==> config.mk <==
export PLATFORM = sky130hd
export DESIGN_NAME = alu_add_logic
export DESIGN_NICKNAME = d
export VERILOG_FILES = /design/src/rtl/alu_pkg.sv /design/src/rtl/alu_add_logic_adder_32bit.sv /design/src/rtl/alu_add_logic.sv
export SDC_FILE = /design/constraint.sdc
export NUM_CORES = 1
export LEC_CHECK = 0
export ABC_AREA = 1
export BUFFER_PORTS_ARGS = -buffer_cell sky130_fd_sc_hd__buf_4
export CORE_ASPECT_RATIO = 1.75
export CORE_MARGIN = 5
export CORE_UTILIZATION = 55
export CTS_CLUSTER_DIAMETER = 50
export DETAILED_ROUTE_END_ITERATION = 16
export GPL_ROUTABILITY_DRIVEN = 0
export PLACE_DENSITY = 0.8
export REMOVE_ABC_BUFFERS = 1
export SYNTH_ARGS = -nofsm -noshare
export SYNTH_HDL_FRONTEND = slang
export SYNTH_SLANG_ARGS = --single-unit
==> constraint.sdc <==
create_clock -name clk -period 1.3 [get_ports clk]
set_clock_uncertainty 0.15 [all_clocks]
set_input_delay 0.39 -clock clk [delete_from_list [all_inputs] [get_ports clk]]
set_output_delay 0.39 -clock clk [all_outputs]
set_load 0.01 [all_outputs]
==> src/rtl/alu_pkg.sv <==
// Shared ALU control codes and helpers, reused by every ALU slice of the MIPS datapath.
package alu_pkg;

    typedef logic [3:0] alu_op_t;

    localparam alu_op_t ALU_AND = 4'b0000;
    localparam alu_op_t ALU_ADD = 4'b0010;
    localparam alu_op_t ALU_SUB = 4'b0110;
    localparam alu_op_t ALU_SLT = 4'b0111;
    localparam alu_op_t ALU_NOR = 4'b1100;
    localparam alu_op_t ALU_SLL = 4'b1110;

    // Signed overflow of a two's-complement add, from the operand and sum sign bits.
    function automatic logic add_overflow(input logic a_msb, input logic b_msb, input logic s_msb);
        return (a_msb == b_msb) && (s_msb != a_msb);
    endfunction

endpackage

==> src/rtl/alu_add_logic_adder_32bit.sv <==
// Combinational 32-bit adder producing the sum and the carry-out.
module adder_32bit (
    input  logic [31:0] a,
    input  logic [31:0] b,
    output logic [31:0] sum,
    output logic        cout
);

    logic [32:0] sum_ext_s;

    assign sum_ext_s = {1'b0, a} + {1'b0, b};
    assign sum       = sum_ext_s[31:0];
    assign cout      = sum_ext_s[32];

endmodule

==> src/rtl/alu_add_logic.sv <==
// Registered ADD/AND/NOR ALU slice with zero/illegal flags and one-cycle latency.
// Define ALU_FLAGS_EN to add the carry and overflow output ports.
module alu_add_logic
    import alu_pkg::*;
#(
    parameter int WIDTH = 32
) (
    input  logic             clk,
    input  logic             rst_n,
    input  logic             in_valid,
    input  logic [3:0]       op,
    input  logic [WIDTH-1:0] rs,
    input  logic [WIDTH-1:0] rt,
    output logic             out_valid,
    output logic [WIDTH-1:0] result,
    output logic             zero,
`ifdef ALU_FLAGS_EN
    output logic             illegal,
    output logic             carry,
    output logic             overflow
`else
    output logic             illegal
`endif
);

    logic [WIDTH-1:0] sum_s;
    logic             carry_s;
    logic [WIDTH-1:0] result_s;
    logic             illegal_s;
    logic             is_add_s;

    logic             out_valid_r;
    logic [WIDTH-1:0] result_r;
    logic             zero_r;
    logic             illegal_r;

    adder_32bit u_adder (
        .a    (rs),
        .b    (rt),
        .sum  (sum_s),
        .cout (carry_s)
    );

    // Select the function result; unsupported codes yield zero and flag illegal.
    always_comb begin
        result_s  = {WIDTH{1'b0}};
        illegal_s = 1'b0;
        is_add_s  = 1'b0;
        case (op)
            ALU_ADD: begin
                result_s = sum_s;
                is_add_s = 1'b1;
            end
            ALU_AND: result_s = rs & rt;
            ALU_NOR: result_s = ~(rs | rt);
            default: illegal_s = 1'b1;
        endcase
    end

    // Output registers: valid pulses per accepted input, data holds when idle.
    always_ff @(posedge clk or negedge rst_n) begin
        if (!rst_n) begin
            out_valid_r <= 1'b0;
            result_r    <= {WIDTH{1'b0}};
            zero_r      <= 1'b0;
            illegal_r   <= 1'b0;
        end else begin
            out_valid_r <= in_valid;
            if (in_valid) begin
                result_r  <= result_s;
                zero_r    <= (result_s == {WIDTH{1'b0}});
                illegal_r <= illegal_s;
            end else begin
                result_r  <= result_r;
                zero_r    <= zero_r;
                illegal_r <= illegal_r;
            end
        end
    end

    assign out_valid = out_valid_r;
    assign result    = result_r;
    assign zero      = zero_r;
    assign illegal   = illegal_r;

`ifdef ALU_FLAGS_EN
    logic carry_r;
    logic overflow_r;

    // Carry/overflow registers, meaningful only for ADD and cleared otherwise.
    always_ff @(posedge clk or negedge rst_n) begin
        if (!rst_n) begin
            carry_r    <= 1'b0;
            overflow_r <= 1'b0;
        end else if (in_valid) begin
            carry_r    <= is_add_s & carry_s;
            overflow_r <= is_add_s & add_overflow(rs[WIDTH-1], rt[WIDTH-1], sum_s[WIDTH-1]);
        end else begin
            carry_r    <= carry_r;
            overflow_r <= overflow_r;
        end
    end

    assign carry    = carry_r;
    assign overflow = overflow_r;
`else
    logic unused_flags_s;
    assign unused_flags_s = carry_s ^ is_add_s;
`endif

endmodule

==> implementation parameters, run 1 <==
Parameter                              Value

Yosys
  Post-synthesis cell type with the largest combined area ... nand2_1
  Number of distinct library cells after synthesis ... 33
  Commonest cells in the netlist ... nand2_1, inv_1, nor2_1, ha_1, nand3_1
  Combined area of all synthesized cells ... 5190 um^2
  Leading register cell type out of synthesis ... dfrtp_1
  Share of synthesized registers carrying an async set or reset ... 1.00
  Most common cell in the synthesized netlist ... nand2_1
  Synth warnings ... 0
  Total of flip-flops plus latches after synthesis ... 35
  Synth Instances ... slightly above 900
  Number of flops mapped to enable cells by yosys ... 0
  Area share of the largest cell type after synthesis ... 0.224
  Biggest area contributors in the synthesized netlist ... nand2_1, dfrtp_1, ha_1
  Sequential area share after synthesis ... 0.169
  Post-synthesis area per instance ... 5.68 um^2

Floorplan
  Number of top-level pins ... 106
  Vertical extent of the die ... 139 um
  Die Width ... 83.5 um
  Initial cell density of the core ... 0.556
  Count of standard-cell rows ... 47

Placement
  Placed wire-length estimate after detailed placement ... 15000 um
  Placed cell areas ... 7140 um^2
  Buffers on Ports ... 105
  Worst slack at placement ... -1.35 ns

CTS
  Total number of H-tree levels ... 2
  Number of buffers added by the clock tree synthesis step ... 5
  Clk root buf ... clkbuf_16
  CTS sink count ... 35
  Max clock buf depth ... 2

Global route
  Largest net degree at the start of global routing ... 38

Outcome
  Stop stage ... global routing
  Error that stopped the run ... [ERROR DPL-0038] Utilization greater than 100%, impossible to legalize
  Result of the run ... did not finish
## logic make-up after synthesis
group | after synthesis | synth area share
buffers and inverters | 227 | 0.165
adders and majority gates | 65 | 0.158
DFF | 35 | 0.169
AOI/OAI and AO/OA | 89 | 0.0951
xor gates and xnor gates | 1 | 0.00169
and+or+nand+nor | 498 | 0.411
## stage by stage
step / instances / util
global placement: 1265 / 0.764
floorplan: 900 / -
detailed placement: 1265 / 0.764
CTS: 1305 / 0.933
## repair_timing
item                                    CTS
gates resized for setup                 308
endpoints found under the setup margin   69
hold endpoints to repair                 35
pin swaps                                83
cloned                                    0
hold buffers                              1
setup buffers                            35
==> inputs of run 2 (changes only) <==
- CORE_ASPECT_RATIO: 1.75 -> not set
- CORE_UTILIZATION: 55 -> 40
- CTS_CLUSTER_DIAMETER: 50 -> not set
- PLACE_DENSITY: 0.8 -> not set
- PLACE_DENSITY_LB_ADDON: not set -> 0.15
==> implementation parameters, run 2 <==
Parameter                              Value

Setup path
  Startpoint of the worst register-to-register path ... result[13]
  Highest net fanout along the worst path ... 4
  Setup crit end kind ... flop
  Signal arrival time at the worst endpoint ... roughly 2.4 ns
  Source of the critical timing path ... rt[2]
  Setup Crit Path Kind ... in -> reg
  Required time at the worst-slack endpoint ... approximately 1.4 ns
  Startpoint type of the worst setup path ... input pin
  Worst R2R Setup Slack ... between 0.2 and 0.25 ns

Yosys
  Combined area of all synthesized cells ... around 5200 um^2
  Post-synthesis cell type with the largest combined area ... nand2_1
  Number of distinct library cells after synthesis ... 33
  Leading register cell type out of synthesis ... dfrtp_1
  Biggest area contributors in the synthesized netlist ... nand2_1, dfrtp_1, ha_1
  Share of synthesized registers carrying an async set or reset ... 1.00
  Post-synthesis area per instance ... 5.68 um^2
  Number of flops mapped to enable cells by yosys ... 0
  Synth Instances ... about 900
  Multiplexer fraction of the synthesized cell area ... 0
  Dominant combinational cell family by area after synthesis ... simple AND/OR/NAND/NOR gates
  Area share of the largest cell type after synthesis ... 0.224
  Area share of xor/xnor cells in the synthesized design ... 0.00169
  Synth warnings ... 0
  Sequential area share after synthesis ... 0.169
  Commonest cells in the netlist ... nand2_1, inv_1, nor2_1, ha_1, nand3_1
  Total of flip-flops plus latches after synthesis ... 35
  Synthesized-area fraction occupied by ao, oa, aoi and oai cells ... 0.0951
  Most common cell in the synthesized netlist ... nand2_1
  Simple-gate area share of the yosys netlist ... 0.411
  Adder-cell area share of the yosys netlist ... 0.158

Drt
  Number of vias after detailed routing ... 7085
  Number of DRC violations after detailed routing ... 0
  Detailed Routing Iterations Pass 1 ... 5
  Post-DR wirelength/cell ... 15.9 um
  Detail-routed via count per cell ... around 5.2
  Violation count after the first detailed-route iteration ... 578
  Remaining number of nets flagged by the antenna check after routing ... 0
  Final Routed Wirelength ... 21800 um

Placement
  Worst slack at placement ... -1.35 ns
  Placed wire-length estimate after detailed placement ... between 10000 and 15000 um
  Cell total after placement ... 1305
  Buffers on Ports ... 105

Global route
  Number of antenna violations at the first check in global routing ... 0
  GR met3 Demand/Resource ... 0.0318
  Global-route met1 utilization ... 0.321
  Remaining global-route overflow ... 0
  Largest net degree at the start of global routing ... 38
  First-pass GRT wire length ... 29800 um
  Vias in the first global route ... between 6000 and 7000
  Global Route met2 Usage ... 0.418
  GRT busiest layer ... met2
  Total routing resource utilization after global routing ... 0.242

CTS
  Clock tree from TritonCTS ... yes
  Total number of H-tree levels ... 2
  Latest clock arrival within the worst-skew pair ... 0.28 ns
  Clock transition at path regs ... about 0.05 ns
  CTS sink count ... 35
  Max clock buf depth ... 2
  Number of buffers added by the clock tree synthesis step ... 5
  Clk root buf ... clkbuf_16

Final layout
  Layout cell share with drive strength beyond 1 ... 0.523
  Number of flip-flops in the largest register ... 32
  # diodes ... 0
  Syn-to-layout area delta ... 84.0%
  Highest-count cells in the layout ignoring fill and taps ... nand2_1, buf_4, inv_1
  Non-Filler Instances ... 1372
  Total number of nets in the final design ... 1335
  # fillers ... 896
  Most common cell after layout, fill and taps aside ... nand2_1

Floorplan
  Core region area ... 12700 um^2
  Number of top-level pins ... ~110
  Vertical extent of the die ... 124 um
  Total Die Area ... 15400 um^2
  Count of standard-cell rows ... 41
  Initial cell density of the core ... 0.410
  Die Width ... 124 um

Hold path
  Hold Startpoint ... result[8]
  Path class of the lowest-slack min-delay path ... reg -> reg

Pwr
  Pwr per Cell Area ... just over 600 nW/um^2
  Total leakage power ... 4.97 nW
  Worst ir drop on vdd ... between 400 and 500 uV

STA
  Final Max Tran Viols ... 0
  Setup repair after global routing missed its margin ... true
  Least setup slack across all paths after layout ... -0.980 ns
  Final Hold Viols ... 0
  Highest Clock Rate ... about 440 MHz
  Final setup TNS ... -21.22 ns
  Worst slew margin ... 0.665
  Slew at the pin with the worst max-slew slack ... 0.502 ns
  Number of endpoints failing setup at the final stage ... between 60 and 70
  Fin crit period ... 2.28 ns
  Post-route clock period utilization ... 1.75
  Worst Hold Slack ... 0.353 ns

Outcome
  Violated checks ... setup timing
  Result of the run ... finished, violations left

Run
  # Max-Cap Violations ... 0
## run 2: cell counts after synthesis
No cell type changed its count.
## run 2: worst paths after layout
kind / to / cells after the start
worst max-delay path: zero / 18
worst min-delay path: result[8] / 2
worst max register to register: result[13] / 3
worst min register to register: result[8] / 2
max in group asynchronous: zero / 2
min in group asynchronous: result[6] / 2
## run 2: worst max-delay path, cell delays in order
cell and delay [ns]:
buf_8 0.10, inv_4 0.05, ha_4 0.20, buf_6 0.13, nand2_1 0.10, nor2_4 0.04, nand2_1 0.12, nand3_4 0.13
or2_0 0.30, nand3_2 0.10, nand2_1 0.09, nor2_1 0.10, nand3_1 0.09, nor2_2 0.14, nand2_1 0.06, nor2_1 0.08
nand2_1 0.06, nand2_1 0.05
## run 2: power by group
group / leakage (nW) / switching (mW) / total (mW) / internal [mW]
Sequential: 0.454 / 0.0649 / 1.23 / 1.17
Combinational: 4.45 / 1.79 / 3.33 / 1.54
Clock: 0.0658 / 0.511 / 1.22 / 0.707
Total: 4.97 / 2.36 / 5.78 / 3.42
## run 2: area by class of cell
cell class,count,area (um^2),share of cell area
repair buffers,292,2570,0.269
multi-input cells,653,4920,0.515
inverters,212,828,0.0867
flip-flops and latches,35,876,0.0916
well taps,172,215,0.0225
clock inverters,3,20.0,0.00209
clock buffers,5,125,0.0131
## run 2: cell families (layout without fill, tap and decap cells)
family	count (synthesis)	after routing
flip-flops	35	35
AND/OR/NAND/NOR	498	498
adder cells (fa/ha/maj)	65	65
buffers and inverters	227	512
XOR/XNOR	1	1
AO/OA/AOI/OAI	89	89
## run 2: layer usage
metal,vias to the layer above,wire [um],share of wire
met5,-,0,0
li1,3355,-,-
met2,370,10400,0.47
met3,85,1860,0.085
met4,0,824,0.038
met1,3275,8780,0.40
## run 2: timing repair
action / CTS / global route
pin swaps: 95 / 87
setup endpoints to repair: 68 / 69
gates resized for setup: 338 / 152
hold buffers: 1 / 0
hold endpoints to repair: 35 / 0
buffers inserted: 36 / 30
## run 2: per-stage QoR
stage          area, um^2  total power [mW]  utilization
6_report             9560              5.78        0.754
3_3_place_gp         7120              3.35        0.562
3_5_place_dp         7120              3.38        0.562
2_1_floorplan        5130              2.36            -
5_1_grt              9560              6.06        0.754
4_1_cts              8790              5.27        0.694
No activity file was read; power rests on OpenSTA's default activity.
==> inputs of run 3 (changes only) <==
- SKIP_LAST_GASP: not set -> 1
- clock period: 1.3 -> 2.8 ns (I/O delays scaled with it)
==> implementation parameters, run 3 (synthesis gave the netlist of run 2 again) <==
Parameter                              Value

Drt
  Remaining number of nets flagged by the antenna check after routing ... 0
  Number of vias after detailed routing ... 6128
  Final Routed Wirelength ... between 15000 and 20000 um
  Detailed Routing Iterations Pass 1 ... 5
  Number of DRC violations after detailed routing ... 0
  Post-DR wirelength/cell ... 13.1 um
  Violation count after the first detailed-route iteration ... 330
  Detail-routed via count per cell ... approximately 4.7

Global route
  Vias in the first global route ... 5531
  Largest net degree at the start of global routing ... 38
  Total routing resource utilization after global routing ... 0.213
  Remaining global-route overflow ... 0
  Number of antenna violations at the first check in global routing ... 0
  First-pass GRT wire length ... 26100 um

Setup path
  Required time at the worst-slack endpoint ... 2.86 ns
  Signal arrival time at the worst endpoint ... 2.82 ns
  Source of the critical timing path ... rt[10]
  Startpoint type of the worst setup path ... input pin
  Startpoint of the worst register-to-register path ... result[6]
  Highest net fanout along the worst path ... 4
  Setup Crit Path Kind ... in -> reg
  Setup crit end kind ... flop

STA
  Fin crit period ... 2.76 ns
  Number of endpoints failing setup at the final stage ... 0
  Highest Clock Rate ... 362 MHz
  Final Max Tran Viols ... 0
  Slew at the pin with the worst max-slew slack ... 0.474 ns
  Setup repair after global routing missed its margin ... true
  Final Hold Viols ... 0
  Worst slew margin ... 0.684
  Post-route clock period utilization ... 0.986
  Final setup TNS ... 0 ns

Final layout
  Final standard cell utilization of the core ... 0.587
  Highest-count cells in the layout ignoring fill and taps ... nand2_1, buf_4, inv_1
  # diodes ... 0
  Layout cell share with drive strength beyond 1 ... 0.284
  Total number of nets in the final design ... 1255
  Most common cell after layout, fill and taps aside ... nand2_1
  # fillers ... ~1300
  Syn-to-layout area delta ... 43.3%
  Final cell area excluding filler cells ... ~7400 um^2
  Number of flip-flops in the largest register ... 32

Outcome
  Result of the run ... complete, no violations

Pwr
  Worst ir drop on vdd ... between 150 and 200 uV
  Pwr per Cell Area ... about 300 nW/um^2
  Total leakage power ... 4.26 nW

Hold path
  Path class of the lowest-slack min-delay path ... reg -> reg
  Hold Startpoint ... result[0]

CTS
  Clock transition at path regs ... ~0.06 ns
  CTS Hold Buffers Added ... 0
  Latest clock arrival within the worst-skew pair ... 0.27 ns
  Clk root buf ... clkbuf_16
  Max clock buf depth ... 2
  Clock tree from TritonCTS ... yes
  CTS sink count ... 35
  Number of buffers added by the clock tree synthesis step ... 5
  Total number of H-tree levels ... 2

Floorplan
  Initial cell density of the core ... 0.410
  Vertical extent of the die ... 124 um
  Core region area ... about 13000 um^2
  Number of top-level pins ... 106
  Count of standard-cell rows ... between 40 and 50
  Total Die Area ... 15400 um^2
  Die Width ... 124 um

Placement
  Placed wire-length estimate after detailed placement ... about 14000 um
  Buffers on Ports ... 105
  Placed cell areas ... 6940 um^2

Run
  # Max-Cap Violations ... 0
-- run 3: where the power goes --
part	switching (mW)	total (mW)	leakage (nW)	internal, mW
clock	0.219	0.547	0.0658	0.328
sequential	0.0238	0.566	0.454	0.543
combinational	0.595	1.08	3.74	0.489
-- run 3: timing repair --
item,CTS,global route
endpoints found under the setup margin,1,5
gates resized for setup,6,73
pin swaps,0,17
buffers inserted,0,3
-- run 3: through the flow --
| step | instances | total power, mW | setup WS (ns) | hold slack, ns |
|---|---|---|---|---|
| 2_1_floorplan | 900 | 1.10 | -0.0212 | 0.363 |
| 3_3_place_gp | 1281 | 1.55 | -0.317 | 0.316 |
| 6_report | 1292 | 2.20 | 0.0405 | 0.330 |
| 5_1_grt | 1292 | 2.35 | -0.105 | 0.348 |
| 4_1_cts | 1289 | 2.12 | 0.0111 | 0.335 |
| 3_5_place_dp | 1281 | 1.56 | -0.292 | 0.320 |
-- run 3: cell type report --
cell class	count	area [um^2]	area share
inverters	212	796	0.107
clock inverters	3	20.0	0.00269
repair buffers	212	1620	0.217
well taps	172	215	0.0289
multi-input cells	653	3790	0.510
clock buffers	5	125	0.0168
flip-flops and latches	35	876	0.118
-- run 3: layer usage --
| layer | vias up | track usage | share of wire | wire length, um |
|---|---|---|---|---|
| met5 | - | 0 | 0 | 0 |
| met4 | 0 | 0.0383 | 0.014 | 238 |
| met3 | 15 | 0.0213 | 0.070 | 1180 |
| met2 | 199 | 0.348 | 0.44 | 7390 |
| met1 | 2725 | 0.306 | 0.48 | 8070 |
| li1 | 3189 | - | - | - |
-- run 3: critical path: stages --
cell and delay (ns):
buf_4 0.08, inv_1 0.03, ha_2 0.37, nand2_2 0.10, buf_4 0.15, nor2_4 0.13
nand2_1 0.07, nand2_1 0.08, inv_1 0.06, nand2_1 0.10, nand2_1 0.06, nand3_1 0.12
nand2_2 0.08, nor2_1 0.12, nand2_1 0.07, nor2_1 0.11, nand2_1 0.07, nor2_1 0.08
nand2_1 0.05, nand2_1 0.05
-- run 3: worst paths after layout --
| kind | cells after the start | end | slack, ns |
|---|---|---|---|
| max in group asynchronous | 1 | result[5] | 1.80 |
| worst min register to register | 2 | result[0] | 0.33 |
| worst max-delay path | 20 | zero | 0.04 |
| min in group asynchronous | 1 | result[2] | 0.37 |
| worst max register to register | 2 | result[6] | 1.96 |
| worst min-delay path | 2 | result[0] | 0.33 |
